### src/rtl/noc_packet_arbiter.sv
// Round-robin, packet-granular (wormhole) arbiter merging CHANNELS flit streams onto one link.
// The grant is held from a packet's first flit until its last flit is accepted downstream.
module noc_packet_arbiter #(
  parameter int unsigned FLIT_WIDTH = 32,
  parameter int unsigned CHANNELS   = 4
) (
  input  logic                           clk,
  input  logic                           rst,
  input  logic [CHANNELS*FLIT_WIDTH-1:0] in_flit,
  input  logic [CHANNELS-1:0]            in_last,
  input  logic [CHANNELS-1:0]            in_valid,
  output logic [CHANNELS-1:0]            in_ready,
  output logic [FLIT_WIDTH-1:0]          out_flit,
  output logic                           out_last,
  output logic                           out_valid,
  input  logic                           out_ready,
  output logic [CHANNELS-1:0]            grant,
  output logic                           busy
);

  localparam int unsigned PW = (CHANNELS > 1) ? $clog2(CHANNELS) : 1;
  localparam int unsigned SW = PW + 1;

  typedef enum logic {
    IDLE,
    LOCKED
  } state_e;

  state_e              state_q, state_d;
  logic [CHANNELS-1:0] grant_q, grant_d;
  logic [PW-1:0]       gidx_q, gidx_d;
  logic [PW-1:0]       ptr_q, ptr_d;

  logic [2*CHANNELS-1:0] req_dbl;
  logic [CHANNELS-1:0]   req_rot;
  logic                  pick_found;
  logic [PW-1:0]         pick_off;
  logic [SW-1:0]         pick_sum;
  logic [PW-1:0]         pick_idx;
  logic [PW-1:0]         ptr_next;

  // Rotate requests so the pointer channel sits at bit 0; the first set bit is the winner's offset.
  always_comb begin
    req_dbl    = {in_valid, in_valid} >> ptr_q;
    req_rot    = req_dbl[CHANNELS-1:0];
    pick_found = 1'b0;
    pick_off   = '0;
    for (int unsigned i = 0; i < CHANNELS; i++) begin
      if (!pick_found && req_rot[i]) begin
        pick_found = 1'b1;
        pick_off   = PW'(i);
      end
    end
    pick_sum = {1'b0, ptr_q} + {1'b0, pick_off};
    if (pick_sum > SW'(CHANNELS - 1)) begin
      pick_sum = pick_sum - SW'(CHANNELS);
    end
    pick_idx = pick_sum[PW-1:0];
  end

  // Explicit compare keeps the wrap correct for non-power-of-two channel counts.
  always_comb begin
    if (gidx_q == PW'(CHANNELS - 1)) begin
      ptr_next = '0;
    end else begin
      ptr_next = gidx_q + 1'b1;
    end
  end

  always_comb begin
    out_flit  = '0;
    out_last  = 1'b0;
    out_valid = 1'b0;
    in_ready  = '0;
    if (state_q == LOCKED) begin
      for (int unsigned i = 0; i < CHANNELS; i++) begin
        if (grant_q[i]) begin
          out_flit    = in_flit[i*FLIT_WIDTH +: FLIT_WIDTH];
          out_last    = in_last[i];
          out_valid   = in_valid[i];
          in_ready[i] = out_ready;
        end
      end
    end
  end

  always_comb begin
    state_d = state_q;
    grant_d = grant_q;
    gidx_d  = gidx_q;
    ptr_d   = ptr_q;
    case (state_q)
      IDLE: begin
        if (pick_found) begin
          grant_d = CHANNELS'(1) << pick_idx;
          gidx_d  = pick_idx;
          state_d = LOCKED;
        end
      end
      LOCKED: begin
        if (out_valid && out_ready && out_last) begin
          grant_d = '0;
          ptr_d   = ptr_next;
          state_d = IDLE;
        end
      end
      default: begin
        grant_d = '0;
        state_d = IDLE;
      end
    endcase
  end

  always_ff @(posedge clk) begin
    if (rst) begin
      state_q <= IDLE;
      grant_q <= '0;
      gidx_q  <= '0;
      ptr_q   <= '0;
    end else begin
      state_q <= state_d;
      grant_q <= grant_d;
      gidx_q  <= gidx_d;
      ptr_q   <= ptr_d;
    end
  end

  assign grant = grant_q;
  assign busy  = (state_q == LOCKED);

endmodule
### config.mk
export PLATFORM = sky130hd
export DESIGN_NAME = noc_packet_arbiter
export DESIGN_NICKNAME = d
export VERILOG_FILES = /design/src/rtl/noc_packet_arbiter.sv
export SDC_FILE = /design/constraint.sdc
export NUM_CORES = 1
export LEC_CHECK = 0
export BUFFER_PORTS_ARGS = -buffer_cell sky130_fd_sc_hd__clkbuf_2
export CORE_ASPECT_RATIO = 0.8
export CORE_MARGIN = 1.5
export CORE_UTILIZATION = 33
export CTS_BUF_LIST = sky130_fd_sc_hd__clkbuf_4
export DETAILED_ROUTE_END_ITERATION = 16
export GPL_ROUTABILITY_DRIVEN = 1
export GPL_TIMING_DRIVEN = 0
export PLACE_DENSITY = 0.8
export SKIP_LAST_GASP = 1
export SLEW_MARGIN = 10
export SYNTH_ARGS = -nofsm -noshare
export SYNTH_HDL_FRONTEND = slang
export SYNTH_SLANG_ARGS = --single-unit
### constraint.sdc
create_clock -name clk -period 2.1 [get_ports clk]
set_input_delay 0.42 -clock clk [delete_from_list [all_inputs] [get_ports clk]]
set_output_delay 0.42 -clock clk [all_outputs]
set_load 0.03 [all_outputs]
==> results.md <==
- Setup repair after global routing could not meet its margin everywhere.
- The number of nets in the layout is 602.
- The clock-pin slew on the worst setup and hold paths is 0.07 ns.
- After routing the design area is 3850 µm².
- Counting the buffers created by CTS gives 3.
- The repair_antennas step left the layout with diodes totalling 0.
- The buffer depth of the longest clock path is 2.
- The maximum resistive drop on vdd is 179 µV.
- The sequential area share after synthesis is 0.104.
- The fraction of final layout cells with drive strength greater than 1 is 0.643.
- The placed instances occupy a cell area of approximately 3100 µm².
- Of the post-synthesis cell area, the dominant cell type holds 0.167.
- The pin count of the biggest net entering global routing is 11.
- The number of nets in the synthesized netlist is roughly 410.
- The critical register-to-register path endpoint is grant[0].
- The synthesized netlist occupies a cell area of 1730 µm².
- The cell type with the highest occurrence count on the critical path is clkbuf_8.
- The final weighted congestion in routability-driven placement is 0.783.
- Each instance of the synthesized netlist takes up on average between 6 and 7 µm².
- The H-tree depth reported by CTS is 1.
- The floorplan step defined a core boundary enclosing 5040 µm².
- The number of cell rows is 23.
- The number of filler cells placed in the layout is 381.
- The required time of the critical path is 1.68 ns.
- The critical path data arrival time is 1.75 ns.
- The setup slack of the most critical reg-to-reg path is 0.09 ns.
- The tree built by TritonCTS fans out to 9 sinks.
- Derived from the worst setup path, the maximum achievable clock frequency is 461 MHz.
- The launch point of the worst reg-to-reg path is ptr_q[0].
- The analysis attributes to cell leakage a power of 1.81 nW.
- For this run, design rule violations remaining after detail routing come to 0.
- The slowest stage of the critical path belongs to the cell dfxtp_4.
- Buffers inserted to repair hold after CTS numbered 0.
- In this run, synthesis inferred 0 flip-flops with an integrated enable.
- The worst-case clock skew is slightly below 0.007 ns.
- The max-capacitance violation count is 0.
- The count of yosys warnings during synthesis is 0.
- The destination of the critical timing path is out_flit[0].
- From bottom edge to top edge, the die measures just under 70 µm.
- The initial DRC count is 98.
- In this run the worst path has a maximum fanout of 5.
- After detailed placement, the design holds a cell count of roughly 500.
- The commonest cells after synthesis are a21oi_1, nand2_1, a211o_1, a221oi_1, inv_1.
- The root cell of the clock tree is clkbuf_4.
- The number of buffers inserted by port buffering is 176.
- By area the synthesized netlist is led by a211o_1, a221oi_1, a21oi_1.
- The dominant cell type by area after synthesis is a211o_1.
- The final clock period utilization by the worst path is 1.03.
- The wire-length estimate of the detail-placed layout is around 6.3 mm.
- Of all flip-flops after synthesis, the portion carrying an async set or reset was 0.
- The instance count on the critical path is 7.
- The relative area change from synthesis to final layout is 123%.
- The flow ran to the end, but the final reports show violations.
- The smallest setup slack after layout is -0.0670 ns.
- The number of nets with antenna violations after routing is 0.
- The global-route congestion overflow total is 0.
- Before CTS, the worst setup slack after placement is -0.168 ns.
- The max-slew violation count came to 0.
- The type of the setup path with the least slack is reg -> out.
- In this run the power density over the cells is 325 nW/µm².
- The buffering stage count on the worst path with inverters included is 3.
- The min-delay analysis places its worst path in the category in -> reg.
- The final route contains between 2000 and 3000 vias.
- The width of the die is between 80 and 90 µm.
- The worst setup path is launched from a flip-flop.
- For this run, the number of standard cells in the final layout without fillers is 522.
- The number of antenna violations at the first check in global routing was 0.
- The via-per-instance ratio is 5.63.
- The number of primary I/O pins is 182.
- The instance count of the mapped netlist is 271.
- The die outline area is 5680 µm².
- The signal on the critical path passes through nor2b_4 > buf_8 > clkbuf_8 > a221oi_2 > a211o_1 > a21oi_4 > clkbuf_8.
- In the final routed layout, each cell accounts on average for 17.3 µm.
- The final count of negative-setup-slack endpoints is 27.
- The clock period minus worst slack is 2.17 ns.
- In the global route stage, overall resource usage came out at 0.294.
- In this run the tightest slew margin relative to its limit is 0.471.
- The start point of the critical path is grant[1].
- Among cell families on the critical path, the largest total delay comes from buffers and inverters.
- The initial utilization of the core area, before any placement, comes to 0.343.
- The worst reg2reg path depth is 8.
- The wire length of the first global-routing pass is 13.5 mm.
- At the later pin of the worst-skew pair, clock insertion delay measures 0.27 ns.
- Summed over all layers, the routed wires come to roughly 9.0 mm.
- The TritonCTS clock tree is yes.
- The number of global-route vias before repair is 2882.
- The checks that failed: setup timing.
- In this run, synthesis produced a sequential element count of 9.
- The worst setup path is captured at an output pin.
- The slew at the pin closest to its max-slew limit is 0.793 ns.
- Synthesis instantiated 38 different standard cells from the library.
- In the synthesized netlist the dominant register cell turns out to be dfxtp_1.
- For this run, the detailed router's first-pass iteration total came to 4.
- The hold violation total from the final report is 0.
- The longest individual stage delay on the worst path is 0.36 ns.
## per-layer routing
metal,up-vias,share of wire,track usage
met5,-,0,0
li1,1382,-,-
met1,1379,0.38,0.340
met4,0,0.024,0.0984
met3,21,0.071,0.0550
met2,156,0.52,0.555
## what timing repair did
| item | 4_1_cts | 5_1_grt |
|---|---|---|
| hold endpoints to repair | 0 | 0 |
| gates cloned | 4 | 0 |
| resized for setup | 121 | 53 |
| setup buffers | 7 | 5 |
| setup endpoints to repair | 39 | 39 |
| pin swaps | 82 | 14 |
## kinds of logic (layout without fill, tap and decap cells)
group / Yosys count / after routing / synth area share
multiplexers: 2 / 2 / 0.0116
buffers and inverters: 68 / 257 / 0.157
flip-flops: 9 / 9 / 0.104
XOR/XNOR: 2 / 2 / 0.0101
AO/OA/AOI/OAI: 118 / 118 / 0.519
AND/OR/NAND/NOR: 70 / 70 / 0.183
adder cells (fa/ha/maj): 2 / 2 / 0.0145
## how the worst min path moves through the flow
| stage | to | from | slack [ns] | cells past startpoint |
|---|---|---|---|---|
| 6_report | ptr_q[1] | rst | 0.53 | 2 |
| 5_1_grt | busy | rst | 0.53 | 2 |
| 4_1_cts | ptr_q[1] | rst | 0.49 | 2 |
| 3_5_place_dp | grant[0] | grant[0] | 0.50 | 1 |
| 3_3_place_gp | grant[0] | grant[0] | 0.49 | 1 |
| 2_1_floorplan | gidx_q[1] | gidx_q[1] | 0.48 | 2 |
## sequential cells by signal, summed over array words and instances (netlist names)
register,count
ptr_q,2
gidx_q,2
busy,1
grant,4
## per-stage QoR
stage               hold WS (ns)  setup TNS (ns)  utilization  power [mW]
finish                     0.526           -1.11        0.764        1.25
global route               0.534           -3.03        0.764        1.32
CTS                        0.493           -2.97        0.742        1.21
detailed placement         0.498           -4.08        0.612       0.923
global placement           0.488           -3.35        0.612       0.911
floorplan                  0.482               0            -       0.687
## layout by cell type (no fill, tap or decap), types with 2 or more instances in the layout
master,synthesis,routed
buf_8,0,22
buf_2,3,6
and3_1,4,4
a211oi_1,3,2
nand2_1,37,36
nor2_1,16,15
o2bb2ai_1,2,2
a21oi_2,1,3
and2_1,2,2
mux2i_1,2,2
inv_1,33,33
buf_4,1,9
clkbuf_4,0,7
a221oi_1,33,9
a211o_1,33,33
clkbuf_16,0,3
nor2b_1,3,2
dfxtp_2,0,2
nor4_1,2,2
a21oi_4,0,32
dfxtp_4,0,4
a221oi_2,1,25
a32o_1,2,2
buf_6,1,3
clkbuf_1,28,4
dfxtp_1,9,3
clkbuf_2,1,152
a21oi_1,37,3
clkbuf_8,0,16
nor2b_4,1,2
## where the power goes
part / total [mW] / internal, mW / leakage, nW / switching, mW
combinational: 0.927 / 0.446 / 1.71 / 0.481
clock: 0.137 / 0.0705 / 0.0177 / 0.0665
sequential: 0.188 / 0.178 / 0.0774 / 0.00996
## final cells by class
type                            count  area, µm²  share of cell area
Tap cell                           62       77.6              0.0202
Multi-Input combinational cell    194       1840               0.478
Clock inverter                      1       5.00             0.00130
Clock buffer                        3       22.5             0.00585
Buffer                             30        254              0.0660
Timing Repair Buffer              190       1330               0.345
Sequential cell                     9        198              0.0514
Inverter                           33        124              0.0322
(Power assumes the default switching activity.)
